===== src/rtl/reg_dump_ctrl.sv =====
// reg_dump_ctrl: halts the core and streams x0..x(NUM_REGS-1) from read port 1 over valid/ready
module reg_dump_ctrl #(
    parameter int NUM_REGS = 32,
    parameter int DATA_W   = 32,
    parameter int TIMEOUT  = 255
) (
    input  logic              clk_i,
    input  logic              reset_n_i,
    input  logic              start_i,
    input  logic              abort_i,
    input  logic              cpu_halted_i,
    output logic              halt_req_o,
    output logic              rf_sel_o,
    output logic [4:0]        rf_rR_o,
    input  logic [DATA_W-1:0] rf_rD_i,
    output logic              dump_valid_o,
    input  logic              dump_ready_i,
    output logic [4:0]        dump_addr_o,
    output logic [DATA_W-1:0] dump_data_o,
    output logic              busy_o,
    output logic              done_o,
    output logic              err_o
);
    typedef enum logic [2:0] {IDLE, HALT_WAIT, READ, SEND, DONE} state_t;

    state_t            state_q, state_d;
    logic [4:0]        idx_q, idx_d;
    logic [7:0]        cnt_q, cnt_d;
    logic [DATA_W-1:0] data_q, data_d;
    logic              err_q, err_d;

    always_ff @(posedge clk_i or negedge reset_n_i) begin
        if (!reset_n_i) begin
            state_q <= IDLE;
            idx_q   <= '0;
            cnt_q   <= '0;
            data_q  <= '0;
            err_q   <= 1'b0;
        end else begin
            state_q <= state_d;
            idx_q   <= idx_d;
            cnt_q   <= cnt_d;
            data_q  <= data_d;
            err_q   <= err_d;
        end
    end

    always_comb begin
        state_d = state_q;
        idx_d   = idx_q;
        cnt_d   = cnt_q;
        data_d  = data_q;
        err_d   = 1'b0;
        if (abort_i && state_q != IDLE) begin
            state_d = IDLE;
        end else begin
            case (state_q)
                IDLE: if (start_i && !abort_i) begin
                    state_d = HALT_WAIT;
                    idx_d   = '0;
                    cnt_d   = '0;
                end
                HALT_WAIT: begin
                    cnt_d = cnt_q + 8'd1;
                    if (cpu_halted_i) begin
                        state_d = READ;
                    end else if (cnt_d == 8'(TIMEOUT)) begin
                        state_d = IDLE;
                        err_d   = 1'b1;
                    end
                end
                READ: if (!cpu_halted_i) begin
                    state_d = IDLE;
                    err_d   = 1'b1;
                end else begin
                    data_d  = rf_rD_i;
                    state_d = SEND;
                end
                SEND: if (!cpu_halted_i) begin
                    state_d = IDLE;
                    err_d   = 1'b1;
                end else if (dump_ready_i) begin
                    state_d = (idx_q == 5'(NUM_REGS - 1)) ? DONE : READ;
                    idx_d   = (idx_q == 5'(NUM_REGS - 1)) ? idx_q : idx_q + 5'd1;
                end
                default: state_d = IDLE;
            endcase
        end
    end

    assign busy_o       = state_q != IDLE;
    assign halt_req_o   = state_q != IDLE;
    assign rf_sel_o     = state_q == READ;
    assign rf_rR_o      = rf_sel_o ? idx_q : '0;
    assign dump_valid_o = state_q == SEND;
    assign dump_addr_o  = dump_valid_o ? idx_q : '0;
    assign dump_data_o  = dump_valid_o ? data_q : '0;
    assign done_o       = state_q == DONE;
    assign err_o        = err_q;
endmodule


===== config.mk =====
export PLATFORM = sky130hd
export DESIGN_NAME = reg_dump_ctrl
export DESIGN_NICKNAME = d
export VERILOG_FILES = /design/src/rtl/reg_dump_ctrl.sv
export SDC_FILE = /design/constraint.sdc
export NUM_CORES = 1
export LEC_CHECK = 0
export ABC_CLOCK_PERIOD_IN_PS = 6100
export CAP_MARGIN = 20
export CORE_ASPECT_RATIO = 0.9
export CORE_MARGIN = 5
export CORE_UTILIZATION = 38
export DETAILED_ROUTE_END_ITERATION = 10
export PLACE_DENSITY_LB_ADDON = 0.12
export SYNTH_ARGS = -nofsm -noshare
export SYNTH_HDL_FRONTEND = slang
export SYNTH_SLANG_ARGS = --single-unit
export TNS_END_PERCENT = 50

===== constraint.sdc =====
create_clock -name clk_i -period 6.1 [get_ports clk_i]
set_input_delay 0.915 -clock clk_i [delete_from_list [all_inputs] [get_ports clk_i]]
set_output_delay 0.915 -clock clk_i [all_outputs]
set_load 0.01 [all_outputs]

==> Word level (Yosys, flattened, before mapping) <==
Cells that the tools add are included.
{ "op_classes": {"n_addsub": 2, "n_eq_ne": 13, "muxes": 24, "n_bitwise": 1, "reduce_logical": 12} }
{ "op_table": {"columns": ["op", "count"], "rows": [
  ["two-way mux 32 bit", 1],
  ["two-way mux 5 bit", 6],
  ["two-way mux 3 bit", 7],
  ["one-hot mux 8 bit (2 select lines)", 1],
  ["one-hot mux 3 bit (4 select lines)", 1],
  ["one-hot mux 5 bit (2 select lines)", 1],
  ["AND reduction 3 bit", 3],
  ["adder 8 x 1 -> 8 bit, second input constant", 1],
  ["== test 8 bit, second input constant", 1],
  ["two-way mux 8 bit", 1],
  ["== test 3 x 2 -> 1 bit, second input constant", 2],
  ["!= test 2 bit, second input constant", 3],
  ["AND reduction 6 bit", 1],
  ["adder 5 x 1 -> 5 bit, second input constant", 1],
  ["== test 5 bit, second input constant", 1],
  ["two-way mux 1 bit", 4],
  ["!= test 4 x 2 -> 1 bit, second input constant", 1],
  ["!= test 4 bit, second input constant", 1],
  ["nonzero test 2 bit", 2],
  ["== test 3 x 1 -> 1 bit, second input constant", 1],
  ["== test 3 bit, second input constant", 1],
  ["logical NOT 3 bit", 1],
  ["!= test 3 bit, second input constant", 1],
  ["nonzero test 3 bit", 1],
  ["7 further kinds", 8]
]} }
{ "totals": {"register_bits": 49, "inputBits": 38, "output_inout_bits": 48, "wordCells": 57} }

==> Logic depth before layout (Yosys ltp) <==
{ "logic_depth": {"word_depth": 6, "depth_mapped": 7, "depth_no_buf": 6} }

==> Worst setup path before layout <==
No wires, ideal clock.
{ "synth_timing": {"path_kind": "flip-flop to output port", "startpoint": "register state_q[2]", "endpoint": "output dump_data_o[10]", "arrival_time_ns": 1.460, "required_ns": 5.185, "path_slack_ns": 3.725, "stages_incl_launch_ff": 8, "path_buffers": 4, "path_cell_list": "dfrtp_1 > buf_6 > nand2b_4 > buf_6 > nor2_1 > clkbuf_1 > clkbuf_1 > and2_1"} }
{ "synth_between": {"elab_chain_cells": 2} }
{ "synth_rtl": {"columns": ["element", "line_no", "rtl"], "rows": [
  ["start, declared", "26", "state_t state_q, state_d;"],
  ["start signal, assigned", "40", "state_q <= state_d;"],
  ["== test 3 x 2 -> 1 bit", "95", "assign dump_valid_o = state_q == SEND;"],
  ["two-way mux 32 bit", "97", "assign dump_data_o = dump_valid_o ? data_q : '0;"],
  ["end, declared", "19", "output logic [DATA_W-1:0] dump_data_o,"]
]} }
No other way between the ends.

==> Final worst setup path <==
{ "layout_timing": {"startpoint": "register state_q[0]", "endpoint": "output dump_data_o[28]"} }
The elaborated chain is that of the path after synthesis.

==> impl.org <==
** Synth
- The average instance in the mapped netlist occupies 11.4 µm².
- Summed instance area of the synthesized netlist :: 2810 µm²
- FF+latch count, synth :: 49
- When the netlist entered floorplanning its net count stood at 289.
- In this run, synthesis inferred 0 flip-flops with an integrated enable.
- The netlist uses 56 different library cells.
- Post-synthesis cell count :: 247
- Yosys printed 0 warnings.
- Post-synth ARST share :: 100%
- Sequential elements use 43.6% of the synthesized area.
- The most used flip-flop cell after synthesis is dfrtp_1.

** Global routing
- The number of global-route vias before repair is 2140.
- Largest net degree at the start of global routing :: 50
- Global routing met1 resource utilization :: 17.3%
- Global-route usage over all layers :: 13.8%
- Initial antenna violation count :: 0
- The first global-routing pass estimated 10.5 mm of wire.
- Global Route met2 Usage :: 23.1%
- Busiest layer in global routing :: met2
- Global routing used 4.44% of the available met3 tracks.
- Grt ovf :: 0

** Final layout
- The library cell used most frequently in the layout, excluding fill and tap cells, is clkdlybuf4s50_1.
- Diode count :: 0
- Growth of design area from synthesis to finish :: 33.3%
- Number of inserted filler cells in the final layout :: 681
- Nets@finish :: 365
- Cells fill 52.7% of the core in the end.
- Ratio of cells with drive above 1 in the final layout :: 17.3%
- In the layout the commonest cells are 84 x clkdlybuf4s50_1, 49 x dfrtp_1, 39 x and2_1.
- The finished layout holds 417 standard cells, fillers aside.

** CTS
- TritonCTS built the clock tree.
- After clock tree synthesis, the setup repair step added 0 buffers.
- Clock root buffer :: clkbuf_8
- Cts bufs inserted :: 5
- Post-cts sizing count :: 0
- No sink is reached through more buffers than the 2 on the longest clock path.
- Skew-Pair Late Insertion Delay :: 300 ps
- Buffers inserted to repair hold after CTS numbered 0.
- H-tree depth :: 2
- Clock-pin slew was measured on the worst setup and hold paths at 100 ps.
- Number of clock sinks :: 49

** Power and ir drop
- Maximum vdd ir drop :: 0.000118 V
- Power spread over the standard cell area amounts to 274 nW/µm².
- Total design power :: 1.03 mW
- Static leakage :: 1.67 nW

** STA
- The worst path uses 57.6% of the clock period.
- Max Slew Vio Count :: 0
- Timing would allow up to 285 MHz.
- Period minus WS final :: 3510 ps
- Final setup TNS :: 0 ps
- Setup violations remaining at the end of the flow were counted as 0.
- The tightest hold path in the finished design has a slack of 507 ps.
- Setup repair after global routing missed its margin :: false
- Worst rel slew slack :: 31.5%
- Across the routed clock network, the largest skew measured is 5.89 ps.
- Final Hold Violating Endpoints :: 0
- Pin slew with the least headroom to its limit :: 1030 ps

** Placed design
- Port buffer count :: 85
- After legalization and detailed placement, the total HPWL measured 4.54 mm.
- Instance count after placement with tap cells included :: 409
- Routability congestion estimate :: 0.777

** Worst hold path
- The min-delay analysis places its worst path in the category reg -> reg.

** Drt
- For this run, design rule violations remaining after detail routing come to 0.
- Iteration count of the initial detailed-routing pass :: 4
- After the first detailed-routing iteration, the DRC count stood at 90.
- Per-cell routed wire length :: 15.1 µm
- Avg Vias per Cell :: 4.97
- Aggregate routed wire length :: 6.28 mm
- Across all layers, the routed design uses 2073 vias.
- Final antenna-violating net count :: 0

** Floorplanning
- Site Rows :: 29
- Initial cell density of the core :: 39.5%
- Count of pins on the block boundary :: 86
- Horizontal extent of the die :: 101 µm
- Floorplan core area :: 7110 µm²
- The die covers 9220 µm².
- Height of the die :: 91.6 µm

** Critical path
- Worst path arrival time :: 2600 ps
- Of all nets on the critical path, the largest fanout is 29.
- STA classifies the critical path endpoint as an output port.
- The critical path in this run is classified as reg -> out.
- STA classifies the critical path startpoint as a register.
- At the worst endpoint, the required time is 5180 ps.

** Outcome
- Outcome :: finished clean

** Job
- Max Cap Viol :: 0
## metal layers
layer | wire [µm] | part of all wire (%)
met4 | 56 | 0.89
met5 | 0 | 0
met2 | 3090 | 49
met1 | 2660 | 42
met3 | 474 | 7.5
## per-stage QoR
| step | instance area, µm² | worst slack [ps] |
|---|---|---|
| 6_report | 3750 | 2590 |
| 5_1_grt | 3750 | 2440 |
| 4_1_cts | 3750 | 2560 |
| 3_5_place_dp | 3650 | 2720 |
| 3_3_place_gp | 3650 | 2770 |
| 2_1_floorplan | 2810 | 3720 |
## kinds of logic after synthesis
family / share of synthesized area (%)
multiplexers: 17.9
flip-flops: 43.6
AND/OR/NAND/NOR: 21.7
AO/OA/AOI/OAI: 8.55
XOR/XNOR: 0.623
buffers and inverters: 5.79
adder cells (fa/ha/maj): 1.78
## synth_stat cells, drive strengths merged, types with 3 or more instances
| cell type | instances | area share (%) |
|---|---|---|
| nand4 | 4 | 1.4 |
| and2 | 40 | 8.9 |
| nand3 | 5 | 0.89 |
| o31ai | 5 | 1.3 |
| inv | 7 | 0.94 |
| a21oi | 3 | 0.53 |
| buf | 11 | 3.6 |
| nor3 | 8 | 1.4 |
| dfrtp | 49 | 44 |
| nand2 | 11 | 1.5 |
| nor2 | 5 | 0.67 |
| o21ai | 12 | 2.3 |
| ha | 4 | 1.8 |
| nor3b | 3 | 0.80 |
| mux2 | 33 | 17 |
| clkbuf | 6 | 0.85 |
## power by group
group	switching [mW]	total (mW)	internal [mW]	leakage, nW
combinational	0.0951	0.302	0.207	0.994
clock	0.114	0.195	0.0816	0.0481
sequential	0.0882	0.530	0.442	0.632
total	0.297	1.03	0.730	1.67
## final cells by class
cell class | instances | area, µm² | share of cell area [%]
sequential | 49 | 1230 | 32.7
tap | 93 | 116 | 3.11
inverter | 7 | 26.3 | 0.701
clock buffer | 5 | 68.8 | 1.84
clock inverter | 3 | 22.5 | 0.601
multi-input combinational | 173 | 1430 | 38.0
timing repair buffer | 87 | 861 | 23.0
## worst max-delay path, stage by stage, from the launching register on
cell,delay (ps)
dfrtp_1,650
inv_1,210
nor2_2,350
buf_4,330
and2_1,200
clkdlybuf4s50_1,540
## sequential cells by signal, summed over array words and instances, names as in the netlist
signal,count
data_q,32
state_q,3
idx_q,5
err_o,1
cnt_q,8
## worst paths after layout
kind | startpoint | end | slack, ps | cells after the start
min in group asynchronous | reset_n_i | data_q[23] | 700 | 2
worst min-delay path | data_q[1] | data_q[1] | 510 | 1
worst min register to register | data_q[1] | data_q[1] | 510 | 1
worst max-delay path | state_q[0] | dump_data_o[28] | 2590 | 5
worst max register to register | state_q[1] | data_q[28] | 3690 | 3
max in group asynchronous | reset_n_i | idx_q[2] | 4990 | 2
(Power assumes the default switching activity.)
